**config.mk**
```make
export PLATFORM = sky130hd
export DESIGN_NAME = pb3_alu_read_flat
export DESIGN_NICKNAME = d
export VERILOG_FILES = /design/src/rtl/pb3_pkg.sv /design/src/rtl/pb3_alu_read_if.sv /design/src/rtl/pb3_rd_timeout.sv /design/src/rtl/pb3_alu_read.sv /design/src/flat_wrapper.sv
export SDC_FILE = /design/constraint.sdc
export NUM_CORES = 1
export LEC_CHECK = 0
export CORE_MARGIN = 3
export CORE_UTILIZATION = 46
export CTS_BUF_LIST = sky130_fd_sc_hd__clkbuf_16
export DETAILED_ROUTE_END_ITERATION = 10
export GPL_TIMING_DRIVEN = 0
export HOLD_SLACK_MARGIN = 0.06
export PLACE_DENSITY = 0.83
export SLEW_MARGIN = 5
export SYNTH_ARGS = -nofsm -noshare
export SYNTH_HDL_FRONTEND = slang
export SYNTH_HIERARCHICAL = 1
export SYNTH_SLANG_ARGS = --single-unit
```
**constraint.sdc**
```tcl
create_clock -name clk -period 5.12 [get_ports clk]
set_input_delay 1.536 -clock clk [delete_from_list [all_inputs] [get_ports clk]]
set_output_delay 1.536 -clock clk [all_outputs]
set_load 0.03 [all_outputs]
```
**src/rtl/pb3_pkg.sv**
```systemverilog
// ============================================================================
// Module  : pb3_pkg
// Brief   : Shared state encoding and default constants for the ALU read side.
// Revision: 1.0
// ============================================================================
`default_nettype none

package pb3_pkg;

    localparam int C_DEF_WIDTH   = 16;
    localparam int C_DEF_TIMEOUT = 8;

    typedef enum logic [1:0] {
        ST_IDLE  = 2'd0,
        ST_WAIT  = 2'd1,
        ST_DRIVE = 2'd2,
        ST_TURN  = 2'd3
    } state_t;

endpackage

`default_nettype wire

```
**src/rtl/pb3_alu_read_if.sv**
```systemverilog
// ============================================================================
// Module  : pb3_alu_read_if
// Brief   : ALU result / IBUS read handshake bundle.
// Revision: 1.0
// ============================================================================
`default_nettype none

interface pb3_alu_read_if #(
    parameter int WIDTH = pb3_pkg::C_DEF_WIDTH
);
    logic             nralu;
    logic [WIDTH-1:0] alu_y;
    logic             alu_l;
    logic             alu_v;
    logic             alu_valid;
    logic [WIDTH-1:0] ibus_out;
    logic             ibus_oe;
    logic             res_l;
    logic             res_v;
    logic             busy;
    logic             timeout;

    modport master (
        output nralu, alu_y, alu_l, alu_v, alu_valid,
        input  ibus_out, ibus_oe, res_l, res_v, busy, timeout
    );

    modport slave (
        input  nralu, alu_y, alu_l, alu_v, alu_valid,
        output ibus_out, ibus_oe, res_l, res_v, busy, timeout
    );
endinterface

`default_nettype wire

```
**src/rtl/pb3_rd_timeout.sv**
```systemverilog
// ============================================================================
// Module  : pb3_rd_timeout
// Brief   : Saturating 3-bit wait counter with clear/enable and expiry flag.
// Revision: 1.0
// ============================================================================
`default_nettype none

module pb3_rd_timeout #(
    parameter int TIMEOUT = pb3_pkg::C_DEF_TIMEOUT
) (
    input  wire logic clk,
    input  wire logic nreset,
    input  wire logic clr,
    input  wire logic en,
    output logic      expired
);
    localparam logic [2:0] C_LAST = 3'(TIMEOUT - 1);
    localparam logic [2:0] C_MAX  = 3'd7;

    logic [2:0] r_count;

    always_ff @(posedge clk or negedge nreset) begin
        if (!nreset) begin
            r_count <= 3'd0;
        end else if (clr) begin
            r_count <= 3'd0;
        end else if (en && (r_count != C_MAX)) begin
            r_count <= r_count + 3'd1;
        end
    end

    assign expired = (r_count == C_LAST);

endmodule

`default_nettype wire

```
**src/rtl/pb3_alu_read.sv**
```systemverilog
// ============================================================================
// Module  : pb3_alu_read
// Brief   : Captures ALU result/flags on a read request and drives them on IBUS.
// Revision: 1.0
// ============================================================================
`default_nettype none

module pb3_alu_read
    import pb3_pkg::*;
#(
    parameter int WIDTH   = C_DEF_WIDTH,
    parameter int TIMEOUT = C_DEF_TIMEOUT
) (
    input  wire logic       clk,
    input  wire logic       nreset,
    pb3_alu_read_if.slave   bus
);
    state_t           r_state;
    state_t           w_next;
    logic [WIDTH-1:0] r_hold;
    logic             r_l;
    logic             r_v;
    logic             r_oe;
    logic             r_busy;
    logic             r_to;

    logic w_capture;
    logic w_clr;
    logic w_en;
    logic w_set_to;
    logic w_expired;

    pb3_rd_timeout #(
        .TIMEOUT (TIMEOUT)
    ) u_timeout (
        .clk     (clk),
        .nreset  (nreset),
        .clr     (w_clr),
        .en      (w_en),
        .expired (w_expired)
    );

    // Valid wins over expiry in WAIT: a result arriving on the last edge is still taken.
    always_comb begin
        w_next    = r_state;
        w_capture = 1'b0;
        w_clr     = 1'b0;
        w_en      = 1'b0;
        w_set_to  = 1'b0;
        case (r_state)
            ST_IDLE: begin
                if (!bus.nralu) begin
                    if (bus.alu_valid) begin
                        w_capture = 1'b1;
                        w_next    = ST_DRIVE;
                    end else begin
                        w_clr  = 1'b1;
                        w_next = ST_WAIT;
                    end
                end
            end
            ST_WAIT: begin
                if (bus.nralu) begin
                    w_next = ST_IDLE;
                end else if (bus.alu_valid) begin
                    w_capture = 1'b1;
                    w_next    = ST_DRIVE;
                end else if (w_expired) begin
                    w_set_to = 1'b1;
                    w_next   = ST_TURN;
                end else begin
                    w_en = 1'b1;
                end
            end
            ST_DRIVE: begin
                if (bus.nralu) begin
                    w_next = ST_TURN;
                end
            end
            ST_TURN: begin
                w_next = ST_IDLE;
            end
            default: begin
                w_next = ST_IDLE;
            end
        endcase
    end

    // Outputs are registered from the next state so they line up with r_state.
    always_ff @(posedge clk or negedge nreset) begin
        if (!nreset) begin
            r_state <= ST_IDLE;
            r_hold  <= '0;
            r_l     <= 1'b0;
            r_v     <= 1'b0;
            r_oe    <= 1'b0;
            r_busy  <= 1'b0;
            r_to    <= 1'b0;
        end else begin
            r_state <= w_next;
            r_oe    <= (w_next == ST_DRIVE);
            r_busy  <= (w_next != ST_IDLE);
            if (w_capture) begin
                r_hold <= bus.alu_y;
                r_l    <= bus.alu_l;
                r_v    <= bus.alu_v;
            end
            if (w_set_to) begin
                r_to <= 1'b1;
            end
        end
    end

    assign bus.ibus_out = r_hold;
    assign bus.ibus_oe  = r_oe;
    assign bus.res_l    = r_l;
    assign bus.res_v    = r_v;
    assign bus.busy     = r_busy;
    assign bus.timeout  = r_to;

endmodule

`default_nettype wire

```
**src/flat_wrapper.sv**
```systemverilog
// flat-port wrapper written by rule: the top's interface ports become plain ports
module pb3_alu_read_flat import pb3_pkg::*;
#(
    parameter int WIDTH   = C_DEF_WIDTH,
    parameter int TIMEOUT = C_DEF_TIMEOUT
)
  (clk, nreset, bus_nralu, bus_alu_y, bus_alu_l, bus_alu_v, bus_alu_valid, bus_ibus_out, bus_ibus_oe, bus_res_l, bus_res_v, bus_busy, bus_timeout);
  pb3_alu_read_if #(.WIDTH(WIDTH)) bus_i ();
  input  wire logic clk;
  input  wire logic nreset;
  input wire logic [$bits(bus_i.nralu)-1:0] bus_nralu;
  input wire logic [$bits(bus_i.alu_y)-1:0] bus_alu_y;
  input wire logic [$bits(bus_i.alu_l)-1:0] bus_alu_l;
  input wire logic [$bits(bus_i.alu_v)-1:0] bus_alu_v;
  input wire logic [$bits(bus_i.alu_valid)-1:0] bus_alu_valid;
  output wire logic [$bits(bus_i.ibus_out)-1:0] bus_ibus_out;
  output wire logic [$bits(bus_i.ibus_oe)-1:0] bus_ibus_oe;
  output wire logic [$bits(bus_i.res_l)-1:0] bus_res_l;
  output wire logic [$bits(bus_i.res_v)-1:0] bus_res_v;
  output wire logic [$bits(bus_i.busy)-1:0] bus_busy;
  output wire logic [$bits(bus_i.timeout)-1:0] bus_timeout;
  assign bus_i.nralu = bus_nralu;
  assign bus_i.alu_y = bus_alu_y;
  assign bus_i.alu_l = bus_alu_l;
  assign bus_i.alu_v = bus_alu_v;
  assign bus_i.alu_valid = bus_alu_valid;
  assign bus_ibus_out = bus_i.ibus_out;
  assign bus_ibus_oe = bus_i.ibus_oe;
  assign bus_res_l = bus_i.res_l;
  assign bus_res_v = bus_i.res_v;
  assign bus_busy = bus_i.busy;
  assign bus_timeout = bus_i.timeout;
  pb3_alu_read #(.WIDTH(WIDTH), .TIMEOUT(TIMEOUT)) u_core (.clk(clk), .nreset(nreset), .bus(bus_i));
endmodule
```
# Word-level counts from Yosys, hierarchy flattened
# Cells that the tools add are included.
# Widths: inputs -> output; s select.
# classes
addsub,1
eq_ne,6
mux,23
reduce_logical,5
# ops
op,count
$mux 1,14
$mux 2,6
$pmux 2 s4,1
$eq 2x2->1 const B,3
$mux 3,2
$reduce_bool 2->1,2
$add 3x1->3 const B,1
$eq 3x3->1 const B,1
$ne 3x3->1 const B,1
$eq 2x1->1 const B,1
$logic_not 2->1,1
$reduce_or 2->1,1
$logic_and 1x1->1,1
# totals
ff_bits,26
inputBits,22
elab_cells,43

# Logic depth before layout (Yosys ltp)
# Gate-level depths: netlist of the first run.
# depth
word_depth,8
ltp_mapped,5
mapped_depth_nobuf,5

# Modules after synthesis
# Netlist of the first run, hierarchy kept.
# modules_own_cells
mod,instances,cells_each,area_each_um2,seq_area_each_um2
pb3_alu_read,1,57,952.2,575.6
pb3_rd_timeout,1,15,183.9,75.1

# Worst setup path after synthesis of the first run
# OpenSTA, ideal clock, no wires.
# synth_path
path_type,input port to flip-flop
startpoint,input bus_nralu
endpoint,register u_core.u_timeout.r_count[0]
arrival_ns,2.587
t_required_ns,4.995
path_slack_ns,2.408
cell_stages,4
path_buffers,0
cell_sequence,nor3_1 > nor3b_1 > nor2b_4 > mux2_4
# synth_via
elab_chain_len,4
# synth_lines
item,line,rtl
from (decl),flat_wrapper.sv:11,input wire logic [$bits(bus_i.nralu)-1:0] bus_nralu;
$mux 1,pb3_alu_read.sv:63,if (bus.nralu) begin
$mux 1,pb3_alu_read.sv:50,case (r_state)
via u_core.w_en,pb3_alu_read.sv:29,logic w_en;
$logic_and 1x1->1,pb3_rd_timeout.sv:27,end else if (en && (r_count != C_MAX)) begin
$reduce_bool 2->1 (no line),n/a,
to (signal assigned),pb3_rd_timeout.sv:28,r_count <= r_count + 3'd1;
to (decl),pb3_rd_timeout.sv:20,logic [2:0] r_count;
# The timed path passes the listed nets, and every way through them passes these cells.
# A chain may end at the register's enable or synchronous reset.

# Final worst setup path of the first run
# Ends and elaborated chain as after synthesis.

==> flow_summary.ini, run 1 <==
[outcome]
status = finished clean

[worst_setup_path]
arrival_ns = 3.35
worst-setup-path-type = primary input to register
slowest_stage = clkdlybuf4s50_1
path_max_fanout = 7
critPathCaptureType = register
cp_cell_sequence = clkdlybuf4s50_1, nor3_1, nor3b_1, nor2b_4, mux2_4
setup.worst_path.start_class = primary input
cpPeakStageDelay_ns = 0.53
crit_required_ns = 5.25

[synth]
synth_warnings = 6
ys_seq_elements = 26
ys_seq_area_frac = 0.5727
synth_area_leaders = dfrtp_1 57%, mux2_4 15%, mux2_2 7.9%, ha_1 2.2%, buf_6 2.0%
synth_edf_count = 0
syn_inst = 72
yosysTopAreaCellShare = 0.5727
synth_area_per_cell_sq_um = 15.78
synth_area_sq_um = 1136
synthFlopType = dfrtp_1
synth_fp_nets = 96
synth_top_area_cell = dfrtp_1
ys_async_sr_fraction = 1.000
synth_cell_types = 22
yosys-top-cells-count = 26 x dfrtp_1, 11 x mux2_4, 8 x mux2_2, 3 x nand2b_1
yosysMostFrequentCell = dfrtp_1

[detailed_routing]
dr_total_vias = 740
drt-initial-drc-count = 6
ant_nets = 0
drc = 0
wl_per_cell_um = 15.01
routed_wl_mm = 2.192
drt-pass1-iter-count = 3
vias_per_cell = 5.068

[clock_network]
cts_resized = 0
htree_levels = 1
clk_latency_ns = 0.25
holdBufCountCts = 0
root_buffer = clkbuf_16
cts_tree = yes
clockBufferDepth = 2
cts_setup_buffers = 0
cts_buffers = 3
cts_sinks = 26
clkSlewWorstSetupHoldPaths_ns = 0.06

[sta]
relSlewSlack = 0.2524
rsz0062_at_grt = no
finalHoldViolCount = 0
clock-skew-final_ns = 0.001649
tightest_slew_ns = 1.118
slew_violations = 0
fin_ws_ns = 1.906
fin_tns_setup_ns = 0
fmax_mhz = 311.1
finalCritPeriodShare = 0.6278
period_needed_ns = 3.214
finalSetupViolations = 0
whs_ns = 0.4675

[grt]
grt_usage = 0.1586
grt-ovfl-total = 0
antenna_found_initial = 0
grt_max_degree = 27
grt_pass1_wl_mm = 3.953
first_global_vias = 799

[cells_and_area]
fill_cells = 153
seq_area_sq_um = 650.6
drive_above_1_share = 0.2458
multi_input_area_sq_um = 439.2
final_cells = 146
nets = 143
diodes = 0
area_growth_pct = 47.03

[die]
ios = 43
initial_core_util = 0.4992
num_rows = 17
die_y_um = 55.70
fp.dieW_um = 55.70
core_sq_um = 2276
die_area_sq_um = 3102

[power]
p_total_mw = 1.038
p_per_area_nw_per_um2 = 621.6
peakVddDrop_mv = 0.4732
p_leak_nw = 0.7174

[run]
cap_violations = 0

[placement]
place_congestion = 0.7695
numPortBuffers = 42
place_ws_ns = 1.677
dp.cells = 142
hpwl_mm = 1.588

[hold_path]
hp-class = register to register
-- logic make-up after synthesis --
kind of cell / Yosys count / share of synthesized area
buffers and inverters: 4 / 0.04075
AO/OA/AOI/OAI: 7 / 0.03965
flip-flops: 26 / 0.5727
AND/OR/NAND/NOR: 13 / 0.09141
adder cells (fa/ha/maj): 2 / 0.02202
multiplexers: 20 / 0.2335
-- cell usage in the layout, fill, tap and decap left out, drive strengths merged --
cell / n
or2b: 1
nand4bb: 2
a21oi: 2
buf: 3
o21ai: 2
nor2: 1
o31ai: 1
mux2: 19
nor2b: 2
clkdlybuf4s50: 42
mux2i: 1
inv: 1
a31o: 2
nand2b: 3
nor3: 1
clkbuf: 3
dfrtp: 26
nor3b: 2
ha: 2
nor4: 1
clkinv: 1
-- metal layers --
metal	up-vias	GRT usage	routed length (um)
met1	362	0.2015	946
met2	25	0.2686	1091
met4	0	0.03125	14
met3	2	0.04640	139
li1	351	-	-
met5	-	0	0
-- through the flow --
step | util | area, sq um
global route | 0.7339 | 1670
finish | 0.7339 | 1670
detailed placement | 0.6993 | 1592
global placement | 0.6993 | 1592
CTS | 0.7339 | 1670
floorplan | - | 1136
-- final cells by class --
class                           instances  area share
Sequential cell                        26      0.3895
Multi-Input combinational cell         42      0.2629
Timing Repair Buffer                   42      0.2517
Clock buffer                            3     0.04494
Buffer                                  3     0.02547
Tap cell                               28     0.02097
Clock inverter                          1    0.002247
Inverter                                1    0.002247
-- power by group --
part	internal (mW)	switching, mW	leakage (nW)	total (mW)
clock network	0.104	0.0615	0.0385	0.166
logic	0.266	0.259	0.364	0.525
registers	0.297	0.0504	0.315	0.347
total	0.668	0.371	0.717	1.04
-- critical path: cells and delay by family --
family	cells	cell delay, ns
and+or+nand+nor	3	0.97
buffers and inverters	1	0.53
muxes	1	0.31
-- registers in the layout, indices dropped and copies added, names as in the netlist --
name,count
u_core/bus.ibus_oe,1
u_core/bus.busy,1
u_core/bus.timeout,1
u_core/u_timeout/r_count,3
u_core/bus.res_v,1
u_core/r_state,2
u_core/bus.ibus_out,16
u_core/bus.res_l,1
-- worst paths after layout --
path                                               end  slack (ns)  cells past startpoint                         from
max                        u_core/u_timeout/r_count[0]        1.91                      5                    bus_nralu
min                                 u_core/bus.timeout        0.47                      1           u_core/bus.timeout
max reg2reg                u_core/u_timeout/r_count[0]        3.19                      5  u_core/u_timeout/r_count[0]
min reg2reg                         u_core/bus.timeout        0.47                      1           u_core/bus.timeout
max in group asynchronous            u_core/r_state[1]        2.57                      1                       nreset
min in group asynchronous  u_core/u_timeout/r_count[1]        1.89                      1                       nreset
No activity file was read; power rests on OpenSTA's default activity.
==> inputs of run 2 (changes only) <==
--- a/config.mk
+++ b/config.mk
@@ -6,12 +6,12 @@
 export NUM_CORES = 1
 export LEC_CHECK = 0
 export CORE_MARGIN = 3
-export CORE_UTILIZATION = 46
+export CORE_UTILIZATION = 39
 export CTS_BUF_LIST = sky130_fd_sc_hd__clkbuf_16
 export DETAILED_ROUTE_END_ITERATION = 10
 export GPL_TIMING_DRIVEN = 0
 export HOLD_SLACK_MARGIN = 0.06
-export PLACE_DENSITY = 0.83
+export PLACE_DENSITY = 0.75
 export SLEW_MARGIN = 5
 export SYNTH_ARGS = -nofsm -noshare
 export SYNTH_HDL_FRONTEND = slang
==> constraint.sdc (replaced) <==
create_clock -name clk -period 2.95 [get_ports clk]
set_input_delay 0.885 -clock clk [delete_from_list [all_inputs] [get_ports clk]]
set_output_delay 0.885 -clock clk [all_outputs]
set_load 0.03 [all_outputs]
==> run 2 against run 1 <==
  * Combinational power increased by 73%
  * Die area increased by 16%
  * Flip-flop and latch count unchanged
  * Critical path depth unchanged
  * Worst hold slack improved by 0.0035 ns
  * Clock skew increased by 0.0017 ns
  * Sequential power increased by 73%
  * Largest power group unchanged
==> flow_summary.ini, run 2 (synthesis gave the netlist of run 1 again) <==
[power]
swShare = 0.3568
p_per_area_nw_per_um2 = 1076
peakVddDrop_mv = 0.6703
pwr-share-comb = 0.505
p_leak_nw = 0.7174
clkPwrFrac = 0.161
p_sw_mw = 0.6419
internal-power_mw = 1.157
seqPwrFrac = 0.333

[clock_network]
cts_setup_buffers = 0
cts_buffers = 3
clkSlewWorstSetupHoldPaths_ns = 0.06
htree_levels = 1
clk_latency_ns = 0.25
root_buffer = clkbuf_16
cts_tree = yes
cts_resized = 0
clockBufferDepth = 2
holdBufCountCts = 0
cts_sinks = 26

[sta]
finalHoldViolCount = 0
period_needed_ns = 2.543
tightest_slew_ns = 1.113
finalCritPeriodShare = 0.8621
slew_violations = 0
clock-skew-final_ns = 0.003318
relSlewSlack = 0.2556
rsz0062_at_grt = no
finalSetupViolations = 0
fmax_mhz = 393.2
fin_tns_setup_ns = 0

[worst_setup_path]
cp_top_family = simple AND/OR/NAND/NOR gates
crit_required_ns = 3.09
setup.worst_path.start_class = primary input
path_max_fanout = 7
worst-setup-path-type = primary input to register
slowest_stage = clkdlybuf4s50_1
cpPeakStageDelay_ns = 0.52
critPathCaptureType = register
arrival_ns = 2.68
cp_cell_sequence = clkdlybuf4s50_1, nor3_1, nor3b_1, nor2b_4, mux2_4
worst-path-buf-inv = 1

[die]
ios = 43
initial_core_util = 0.4349
fp.dieW_um = 59.97
die_area_sq_um = 3596
core_sq_um = 2613
num_rows = 18
die_y_um = 59.97

[grt]
grt_pass1_wl_mm = 3.443
antenna_found_initial = 0
grt-ovfl-total = 0
first_global_vias = 740
grt_max_degree = 27
grt_usage = 0.1303

[cells_and_area]
fill_cells = 201
seq_area_sq_um = 650.6
final_cells = 148
final_common_cell = clkdlybuf4s50_1
nets = 143
final_cell_mix = 42 x clkdlybuf4s50_1, 26 x dfrtp_1, 11 x mux2_4
drive_above_1_share = 0.2458
largest_reg_flops = 16
multi_input_area_sq_um = 439.2
area_growth_pct = 47.25
diodes = 0

[detailed_routing]
ant_nets = 0
routed_wl_mm = 2.144
wl_per_cell_um = 14.49
vias_per_cell = 4.953
dr_total_vias = 733
drc = 0
drt-initial-drc-count = 25
drt-pass1-iter-count = 3

[run]
cap_violations = 0

[placement]
hpwl_mm = 1.578
place_congestion = 0.6909
numPortBuffers = 42
dp.cells = 144

[outcome]
status = finished clean

[hold_path]
hp-class = register to register
-- run 2: cell counts in the layout (fill, tap and decap cells not counted) --
Identical to the previous run, type by type.
-- run 2: metal layers --
metal	part of all wire	vias up	routed length [um]	track usage
li1	-	351	-	-
met1	0.42	350	900	0.1690
met2	0.46	32	983	0.2052
met3	0.12	0	260	0.04536
met4	0	0	0	0.03797
met5	0	-	0	0
-- run 2: cell type report --
type                            instances  share of cell area
Tap cell                               30             0.02244
Buffer                                  3             0.02543
Clock buffer                            3             0.04488
Timing Repair Buffer                   42              0.2513
Inverter                                1            0.002244
Sequential cell                        26              0.3889
Clock inverter                          1            0.002244
Multi-Input combinational cell         42              0.2625
-- run 2: worst paths after layout --
| path | start | endpoint | slack (ns) | depth (start not counted) |
|---|---|---|---|---|
| min reg2reg | u_core/bus.timeout | u_core/bus.timeout | 0.47 | 1 |
| min in group asynchronous | nreset | u_core/bus.ibus_out[3] | 1.23 | 1 |
| max reg2reg | u_core/u_timeout/r_count[0] | u_core/u_timeout/r_count[0] | 1.07 | 5 |
| min | u_core/bus.timeout | u_core/bus.timeout | 0.47 | 1 |
| max | bus_nralu | u_core/u_timeout/r_count[0] | 0.41 | 5 |
| max in group asynchronous | nreset | u_core/bus.ibus_out[4] | 1.05 | 1 |
-- run 2: through the flow --
step	instance area (sq um)	worst slack, ns	power, mW	hold WS (ns)	utilization
2_1_floorplan	1136	0.8889	1.155	0.5073	-
4_1_cts	1673	0.4309	1.827	0.4737	0.6403
5_1_grt	1673	0.2626	1.903	0.4982	0.6403
3_5_place_dp	1594	0.1726	1.519	0.4574	0.6102
3_3_place_gp	1594	0.1981	1.497	0.4509	0.6102
6_report	1673	0.4067	1.799	0.4710	0.6403
-- run 2: power by group through the flow --
stage,clock [mW],combinational (mW),sequential (mW)
after floorplan,0,0.280,0.875
after global placement,0,0.904,0.593
after detailed placement,0,0.912,0.607
after CTS,0.303,0.921,0.602
after global routing,0.319,0.958,0.625
final,0.290,0.909,0.600
==> inputs of run 3 (changes only) <==
--- a/config.mk
+++ b/config.mk
@@ -11,9 +11,9 @@
 export DETAILED_ROUTE_END_ITERATION = 10
 export GPL_TIMING_DRIVEN = 0
 export HOLD_SLACK_MARGIN = 0.06
+export MAX_ROUTING_LAYER = met4
 export PLACE_DENSITY = 0.75
 export SLEW_MARGIN = 5
 export SYNTH_ARGS = -nofsm -noshare
 export SYNTH_HDL_FRONTEND = slang
-export SYNTH_HIERARCHICAL = 1
 export SYNTH_SLANG_ARGS = --single-unit
==> run 3 against run 2 <==
  * Clock skew fell by 0.0014 ns
  * Non-clock buffer count rose by 1
  * Worst setup slack improved by 0.28 ns
  * Clock-buffer cell count did not move
  * Largest cell class unchanged
  * Largest power group unchanged
==> flow_summary.ini, run 3 <==
[outcome]
status = finished clean

[hold_path]
whs_path_depth = 1
whs_endpoint = u_core.bus.timeout
hp-class = register to register
min_from = u_core.bus.timeout

[sta]
relSlewSlack = 0.2424
fmax_mhz = 442.6
whs_ns = 0.4721
rsz0062_at_grt = no
clock-skew-final_ns = 0.001880
tightest_slew_ns = 1.133
period_needed_ns = 2.259
finalHoldViolCount = 0
finalSetupViolations = 0
slew_violations = 0
fin_tns_setup_ns = 0
finalCritPeriodShare = 0.7659

[power]
peakVddDrop_mv = 0.7415
seqPwrFrac = 0.333
p_per_area_nw_per_um2 = 1082
p_sw_mw = 0.6575
p_leak_nw = 0.7260
pwr-share-comb = 0.503
swShare = 0.3632
clkPwrFrac = 0.163
internal-power_mw = 1.153

[cells_and_area]
fin_area_sq_um = 1673
diodes = 0
drive_above_1_share = 0.2689
nets = 144
area_growth_pct = 46.12
multi_input_area_sq_um = 435.4
seq_area_sq_um = 650.6
fill_cells = 230
final_common_cell = clkdlybuf4s50_1
final_cell_mix = 41 x clkdlybuf4s50_1, 26 x dfrtp_1, 10 x mux2_4
largest_reg_flops = 16

[detailed_routing]
ant_nets = 0
drc = 0
wl_per_cell_um = 15.89
drt-pass1-iter-count = 2
drt-initial-drc-count = 13
dr_total_vias = 767
routed_wl_mm = 2.383
vias_per_cell = 5.113

[worst_setup_path]
ff2ff_setup_slack_ns = 1.35
crit_required_ns = 3.09
arrival_ns = 2.40
worst-setup-path-type = primary input to register
setup.worst_path.start_class = primary input
path_max_fanout = 10
regToRegEndpoint = u_core.u_timeout.r_count[0]
r2r_cells = 4
critPathCaptureType = register
rr_startpoint = u_core.u_timeout.r_count[0]

[grt]
first_global_vias = 776
grt_max_degree = 27
grt_pass1_wl_mm = 3.698
antenna_found_initial = 0
grt_usage = 0.1433
globalRouteMet1Util = 0.1764
use_met2 = 0.2299
grt_busiest_layer = met2
grt-ovfl-total = 0
gr-usage-met3 = 0.03456

[synth]
synth_fp_nets = 98
synth_top_area_cell = dfrtp_1
yosys-top-cells-count = 26 x dfrtp_1, 10 x mux2_4, 8 x mux2_2, 3 x buf_6
synth_warnings = 0
synth_cell_types = 26
yosysTopAreaCellShare = 0.5683
synth_area_leaders = dfrtp_1 57%, mux2_4 13%, mux2_2 7.9%, buf_6 3.0%, ha_1 2.2%
yosysMostFrequentCell = dfrtp_1
ys_async_sr_fraction = 1.000
synth_edf_count = 0
syn_inst = 74
ys_seq_area_frac = 0.5683
ys_seq_elements = 26
synth_area_sq_um = 1145
synthFlopType = dfrtp_1
synth_area_per_cell_sq_um = 15.47

[die]
ios = 43
num_rows = 19
die_y_um = 60.18
fp.dieW_um = 60.18
initial_core_util = 0.4116
core_sq_um = 2781
die_area_sq_um = 3622

[clock_network]
cts_resized = 0
clk_latency_ns = 0.25
clockBufferDepth = 2
cts_sinks = 26
cts_buffers = 3
clkSlewWorstSetupHoldPaths_ns = 0.06
root_buffer = clkbuf_16
cts_setup_buffers = 0
cts_tree = yes
holdBufCountCts = 0
htree_levels = 1

[run]
cap_violations = 0

[placement]
hpwl_mm = 1.752
dpl-instance-area_sq_um = 1594
numPortBuffers = 41
place_congestion = 0.8438
-- run 3: layout make-up --
| cell class | count | area share |
|---|---|---|
| clock inverters | 1 | 0.002244 |
| repair buffers | 41 | 0.2453 |
| flip-flops and latches | 26 | 0.3889 |
| well taps | 31 | 0.02319 |
| clock buffers | 3 | 0.04488 |
| multi-input cells | 43 | 0.2603 |
| plain buffers | 5 | 0.03515 |
-- run 3: worst max-delay path, stage by stage --
cell and delay (ns):
clkdlybuf4s50_1 0.63, nor3b_2 0.24, buf_6 0.18, buf_12 0.15, mux2_4 0.31
-- run 3: through the flow --
| stage | util | worst slack (ns) | power [mW] | instances |
|---|---|---|---|---|
| final | 0.6014 | 0.6907 | 1.810 | 150 |
| after global routing | 0.6014 | 0.6230 | 1.910 | 150 |
| after CTS | 0.6014 | 0.6752 | 1.830 | 150 |
| after detailed placement | 0.5731 | 0.4103 | 1.527 | 146 |
| after global placement | 0.5731 | 0.4808 | 1.504 | 146 |
| after floorplan | - | 1.078 | 1.158 | 74 |
-- run 3: logic make-up (layout without fill, tap and decap cells) --
family	count (synthesis)	count (layout)	share of synthesized area
adder cells (fa/ha/maj)	2	2	0.02185
buffers and inverters	5	50	0.05136
AND/OR/NAND/NOR	11	11	0.06229
multiplexers	19	19	0.2186
AO/OA/AOI/OAI	11	11	0.07759
flip-flops	26	26	0.5683
-- run 3: power by group through the flow --
stage	sequential, mW	clock, mW	combinational, mW
floorplan	0.874	0	0.284
global placement	0.596	0	0.908
detailed placement	0.609	0	0.918
CTS	0.603	0.305	0.922
global route	0.625	0.316	0.969
finish	0.603	0.296	0.911
-- run 3: layer usage --
| metal | vias up | wire [um] | share of wire |
|---|---|---|---|
| met1 | 380 | 1040 | 0.44 |
| met4 | 0 | 15 | 0.0063 |
| met2 | 25 | 1148 | 0.48 |
| li1 | 360 | - | - |
| met5 | - | 0 | 0 |
| met3 | 2 | 178 | 0.075 |
-- run 3: worst max-delay path by stage --
stage | start | cells past startpoint | slack (ns) | endpoint
2_1_floorplan | bus_nralu | 5 | 1.08 | u_core.bus.ibus_out[0]
3_3_place_gp | bus_alu_valid | 5 | 0.48 | u_core.bus.ibus_out[15]
3_5_place_dp | bus_alu_valid | 5 | 0.41 | u_core.bus.res_l
4_1_cts | bus_alu_valid | 5 | 0.68 | u_core.bus.res_l
5_1_grt | bus_alu_valid | 5 | 0.62 | u_core.bus.res_l
6_report | bus_alu_valid | 5 | 0.69 | u_core.bus.res_l
